==> config.mk <==
export PLATFORM = sky130hd
export DESIGN_NAME = anneal_sequencer
export DESIGN_NICKNAME = d
export VERILOG_FILES = /design/src/rtl/replica_pkg.sv /design/src/rtl/anneal_sequencer.sv
export SDC_FILE = /design/constraint.sdc
export NUM_CORES = 1
export LEC_CHECK = 0
export ABC_AREA = 1
export CAP_MARGIN = 0
export CORE_ASPECT_RATIO = 0.6
export CORE_MARGIN = 1
export CORE_UTILIZATION = 48
export CTS_CLUSTER_SIZE = 30
export DETAILED_ROUTE_END_ITERATION = 12
export GPL_TIMING_DRIVEN = 0
export PLACE_DENSITY = 0.78
export SLEW_MARGIN = 20
export SYNTH_ARGS = -nofsm -noshare
export SYNTH_HDL_FRONTEND = slang
export SYNTH_SLANG_ARGS = --single-unit
==> constraint.sdc <==
create_clock -name clk -period 2.09 [get_ports clk]
set_input_delay 0.418 -clock clk [delete_from_list [all_inputs] [get_ports clk]]
set_output_delay 0.418 -clock clk [all_outputs]
set_load 0.005 [all_outputs]
==> src/rtl/replica_pkg.sv <==
// Shared types for the replica array sequencer: opt modes, distance commands
// and the phase-scheduler state encoding.
package replica_pkg;

  // Opt mode broadcast to every or_node; the sequencer rotates through the
  // first OPT_NUM encodings.
  typedef enum logic [1:0] {
    OPT_TWO   = 2'd0,
    OPT_OR    = 2'd1,
    OPT_THREE = 2'd2,
    OPT_SWAP  = 2'd3
  } opt_command_t;

  typedef enum logic {
    DIST_NOP = 1'b0,
    DIST_RUN = 1'b1
  } distance_command_t;

  typedef enum logic [3:0] {
    IDLE, RAND, W_RAND, DIST, W_DIST, METRO, W_METRO,
    REP, W_REP, EXCH, W_EX, DONE
  } seq_state_t;

  localparam int OPT_W = 2;

  function automatic int max_int(input int a, input int b);
    return (a > b) ? a : b;
  endfunction

endpackage

==> src/rtl/anneal_sequencer.sv <==
// Per-iteration phase scheduler for the replica array.
// Each iteration runs random -> delta distance -> metropolis, and every
// EX_INTERVAL-th iteration adds replica test -> exchange. Every phase is a
// one-cycle pulse followed by a fixed wait, so the next pulse lands exactly
// LAT cycles after the previous one. All latencies must be >= 2.
// All outputs decode registered state only: no input-to-output paths.
module anneal_sequencer
  import replica_pkg::*;
#(
  parameter int RAND_LAT    = 4,
  parameter int DIST_LAT    = 8,
  parameter int METRO_LAT   = 6,
  parameter int REP_LAT     = 6,
  parameter int EX_LAT      = 64,
  parameter int OPT_NUM     = 2,
  parameter int EX_INTERVAL = 4
) (
  input  logic              clk,
  input  logic              reset,
  input  logic              start,
  input  logic              stop,
  input  logic [31:0]       iter_limit,
  output opt_command_t      opt_command,
  output logic              random_run,
  output distance_command_t distance_com,
  output logic              metropolis_run,
  output logic              replica_run,
  output logic              exchange_run,
  output logic              busy,
  output logic              done,
  output logic [31:0]       iter_count
);

  localparam int MAX_LAT = max_int(max_int(max_int(RAND_LAT, DIST_LAT),
                                           max_int(METRO_LAT, REP_LAT)),
                                   EX_LAT);
  localparam int CNT_W   = $clog2(MAX_LAT) + 1;

  seq_state_t       state, state_nxt;
  logic [CNT_W-1:0] wait_cnt;
  logic [CNT_W-1:0] cnt_val;
  logic             cnt_load;
  logic [OPT_W-1:0] opt_idx;
  logic             stop_pend;
  logic             accept;
  logic             end_iter;
  logic             last_iter;
  logic             exch_phase;
  logic             wait_last;
  logic [31:0]      new_count;

  assign new_count   = iter_count + 32'd1;
  // Run ends when a stop is pending or the programmed count is reached;
  // a wrap of the counter with iter_limit == 0 never matches.
  assign last_iter   = stop_pend || ((iter_limit != 32'd0) && (new_count == iter_limit));
  // Phase uses the count before this iteration's increment.
  assign exch_phase  = (iter_count % 32'(EX_INTERVAL)) == 32'(EX_INTERVAL - 1);
  // The counter was loaded with LAT-1 on the pulse; leaving as it reaches
  // zero places the next pulse exactly LAT cycles after this one.
  assign wait_last   = (wait_cnt == CNT_W'(1));
  assign opt_command = opt_command_t'(opt_idx);
  assign busy        = (state != IDLE);

  // State register.
  always_ff @(posedge clk) begin
    // NOTE: sequential state uses non-blocking assignments so every flop
    // samples the pre-edge values of the others.
    if (reset) state <= IDLE;
    else       state <= state_nxt;
  end

  // Next-state decode and Moore outputs.
  always_comb begin
    // NOTE: every signal gets a default before the case so no path leaves
    // one unassigned and infers a latch.
    state_nxt      = state;
    cnt_load       = 1'b0;
    cnt_val        = '0;
    accept         = 1'b0;
    end_iter       = 1'b0;
    random_run     = 1'b0;
    distance_com   = DIST_NOP;
    metropolis_run = 1'b0;
    replica_run    = 1'b0;
    exchange_run   = 1'b0;
    done           = 1'b0;
    case (state)
      IDLE: begin
        if (start) begin
          accept    = 1'b1;
          state_nxt = RAND;
        end
      end
      RAND: begin
        random_run = 1'b1;
        cnt_load   = 1'b1;
        cnt_val    = CNT_W'(RAND_LAT - 1);
        state_nxt  = W_RAND;
      end
      W_RAND:  if (wait_last) state_nxt = DIST;
      DIST: begin
        distance_com = DIST_RUN;
        cnt_load     = 1'b1;
        cnt_val      = CNT_W'(DIST_LAT - 1);
        state_nxt    = W_DIST;
      end
      W_DIST:  if (wait_last) state_nxt = METRO;
      METRO: begin
        metropolis_run = 1'b1;
        cnt_load       = 1'b1;
        cnt_val        = CNT_W'(METRO_LAT - 1);
        state_nxt      = W_METRO;
      end
      W_METRO: begin
        if (wait_last) begin
          if (exch_phase) begin
            state_nxt = REP;
          end else begin
            end_iter  = 1'b1;
            state_nxt = last_iter ? DONE : RAND;
          end
        end
      end
      REP: begin
        replica_run = 1'b1;
        cnt_load    = 1'b1;
        cnt_val     = CNT_W'(REP_LAT - 1);
        state_nxt   = W_REP;
      end
      W_REP:   if (wait_last) state_nxt = EXCH;
      EXCH: begin
        exchange_run = 1'b1;
        cnt_load     = 1'b1;
        cnt_val      = CNT_W'(EX_LAT - 1);
        state_nxt    = W_EX;
      end
      W_EX: begin
        if (wait_last) begin
          end_iter  = 1'b1;
          state_nxt = last_iter ? DONE : RAND;
        end
      end
      DONE: begin
        done      = 1'b1;
        state_nxt = IDLE;
      end
      default: state_nxt = IDLE;
    endcase
  end

  // Wait counter, iteration count, opt rotation and stop latch.
  always_ff @(posedge clk) begin
    if (reset) begin
      wait_cnt   <= '0;
      iter_count <= '0;
      opt_idx    <= '0;
      stop_pend  <= 1'b0;
    end else begin
      if (cnt_load)            wait_cnt <= cnt_val;
      else if (wait_cnt != '0) wait_cnt <= wait_cnt - CNT_W'(1);

      if (accept) begin
        iter_count <= '0;
        opt_idx    <= '0;
        // A stop arriving with start makes this a single-iteration run.
        stop_pend  <= stop;
      end else begin
        if (busy && stop) stop_pend <= 1'b1;
        if (end_iter) begin
          iter_count <= new_count;
          // The final iteration's opt mode is held through DONE and IDLE.
          if (!last_iter)
            opt_idx <= (opt_idx == OPT_W'(OPT_NUM - 1)) ? '0 : opt_idx + OPT_W'(1);
        end
      end
    end
  end

endmodule

==> reports/metrics.yaml <==
logic_synthesis:
  synth_fp_nets: 696
  ys_types: 34
  ys_ff_latch: 46
  yosys.area.top_type: "dfxtp_1"
  synth_top_area_share_pct: 24.27
  seq_area_frac_synth_pct: 24.27
  syn_inst: 657
  synth_area_per_cell_sq_um: 5.774
  syn_area_sq_mm: 0.003794
  synthTopCellsByArea: "dfxtp_1 (24%), nand2_1 (19%), nor2_1 (10%), nand3_1 (10%), inv_1 (9.1%)"
  ys_warn_count: 0
routing:
  wl_per_cell_um: 16.09
  drt_iter0_drc: 506
  antenna_left: 0
  via_per_inst: 5.506
  first_pass_iters: 6
  drt_wl_total_um: 14140
  num_vias: 4840
  drcViolationCount: 0
place:
  gp_congestion: 0.9780
  place_hpwl_um: 10330
  port_buffers: 76
  placed_area_sq_mm: 0.004700
  place_ws_ns: -0.5304
  placedCellCount: 837
sta:
  max_freq_ghz: 0.4122
  relSlewSlack_pct: 68.25
  rsz0062_at_grt: "yes"
  final_hold_viol_count: 0
  hold_slack_ns: 0.4407
  fin_crit_ns: 2.426
  fin_setup_tns_ns: -1.294
  finalSetupViolCount: 4
  tightestPinTransition_ns: 0.4740
  slew_viol_final: 0
  fin_skew_ns: 0.01162
  fin_ws_ns: -0.3359
  fin_crit_sh_pct: 116.1
clock_tree:
  tritoncts: "done"
  clock-root-buffer: "clkbuf_16"
  cts.reportedPaths.clkPinSlew_ns: 0.06
  h-tree-depth: 2
  clk_latency_ns: 0.30
  cts-buffers-inserted: 5
  cts.sinks: 46
  cts_buffer_depth: 2
setup_path:
  cp-end-kind: "flip-flop"
  crit_type: "reg2reg"
  critical_path.max_fanout: 8
  startpoint_type: "flip-flop"
  worstReg2RegStart: "iter_count[0]"
  crit_arrival_ns: 2.60
  required_ns: 2.27
  crit_path_start: "iter_count[0]"
  reg2reg_depth: 17
finish:
  area_growth_pct: 44.06
  layout_commonest_cell: "nand2_1"
  num_antenna_cells: 0
  design_area_sq_mm: 0.005465
  layout-drive-gt1-share_pct: 19.48
  post-route-util_pct: 73.39
  stdcell_count: 879
  final_net_count: 813
  layout_common_cells: "nand2_1 (176), inv_1 (89), nor2_1 (84)"
die:
  dieArea_sq_mm: 0.008274
  rows: 24
  chipHeight_um: 70.86
  initial_core_util_pct: 50.94
  ios: 77
  die_w_um: 116.8
  core_sq_mm: 0.007447
pwr:
  ir_drop_mv: 0.3483
  p_leak_nw: 2.445
  p_total_mw: 2.760
  p_per_area_mw_per_mm2: 504.9
run_status:
  failed_checks: "setup timing"
  outcome: "complete, but fails checks"
min_path:
  hold-path-cell-count: 2
  min-delay-start: "opt_command[1]"
  hp-class: "reg2reg"
run:
  drv_cap: 0
global_route:
  track_usage_pct: 34.65
  overflow: 0
  grt_max_degree: 14
  grt_antenna_before_repair: 0
  grt_pass1_vias: 4371
  grt_pass1_wl_um: 21650
registers in the layout, summed over array words and instances, names as in the netlist:
signal       flops
opt_command      2
stop_pend        1
wait_cnt         7
iter_count      32
state            4
repair_timing:
action | in CTS | in global routing
endpoints found under the setup margin | 39 | 44
gates resized for setup | 85 | 43
pin swaps | 30 | 11
buffers inserted | 28 | 5
gates cloned | 1 | 0
hold buffers | 0 | 0
cells by family after synthesis:
kind of cell	after synthesis	synth area share, %
adder cells (fa/ha/maj)	3	0.9896
AO/OA/AOI/OAI	80	11.71
XOR/XNOR	14	4.716
buffers and inverters	103	10.19
AND/OR/NAND/NOR	411	48.12
flip-flops	46	24.27
metal layers:
layer  part of all wire, %  vias to the layer above  global-route usage, %
met3                    12                       16                  7.455
li1                      -                     2336                      -
met4                  0.66                        0                  4.782
met1                    46                     2216                  51.95
met2                    42                      272                  51.68
met5                     0                        -                      0
synth_stat cells (all sizes together):
master	instances
o221ai	2
or2	2
nand2	197
clkbuf	6
a31oi	4
nand3	80
xnor2	3
a21oi	33
buf	3
xor3	1
and2	3
nor3	4
nand3b	6
nor2	116
a211oi	2
o22ai	2
xor2	7
o21ai	29
xnor3	3
clkinv	1
ha	3
inv	93
dfxtp	46
o211ai	8
nand4	3
cell type report:
type	count	area, sq um
Sequential cell	46	978.4
Tap cell	104	130.1
Buffer	9	66.31
Fill cell	630	1982
Clock buffer	7	132.6
Inverter	94	360.3
Timing Repair Buffer	109	1018
Multi-Input combinational cell	509	2749
Clock inverter	1	30.03
final timing paths:
path | end | slack [ns]
setup / recovery | opt_command[0] | -0.34
hold / removal | opt_command[1] | 0.44
setup reg to reg | opt_command[0] | -0.34
hold reg to reg | opt_command[1] | 0.44
critical path: stages (launching register included):
cell and delay (ns):
dfxtp_4 0.38, ha_4 0.15, nand2_4 0.06, nor2_8 0.20, nand2_4 0.10, nor2_8 0.24, nand3_4 0.10, nand3_2 0.08
nand2_1 0.08, nor2_2 0.17, nand2_1 0.07, nor2_1 0.09, nand3_1 0.10, nand2_2 0.14, buf_4 0.14, nor2_4 0.04
o21ai_1 0.11, a21oi_1 0.05
where the power goes:
group          switching, mW  total [mW]  internal (mW)
Sequential            0.0598       0.992          0.933
Combinational          0.506       0.831          0.325
Clock                  0.369       0.936          0.567
No activity file was read; power rests on OpenSTA's default activity.
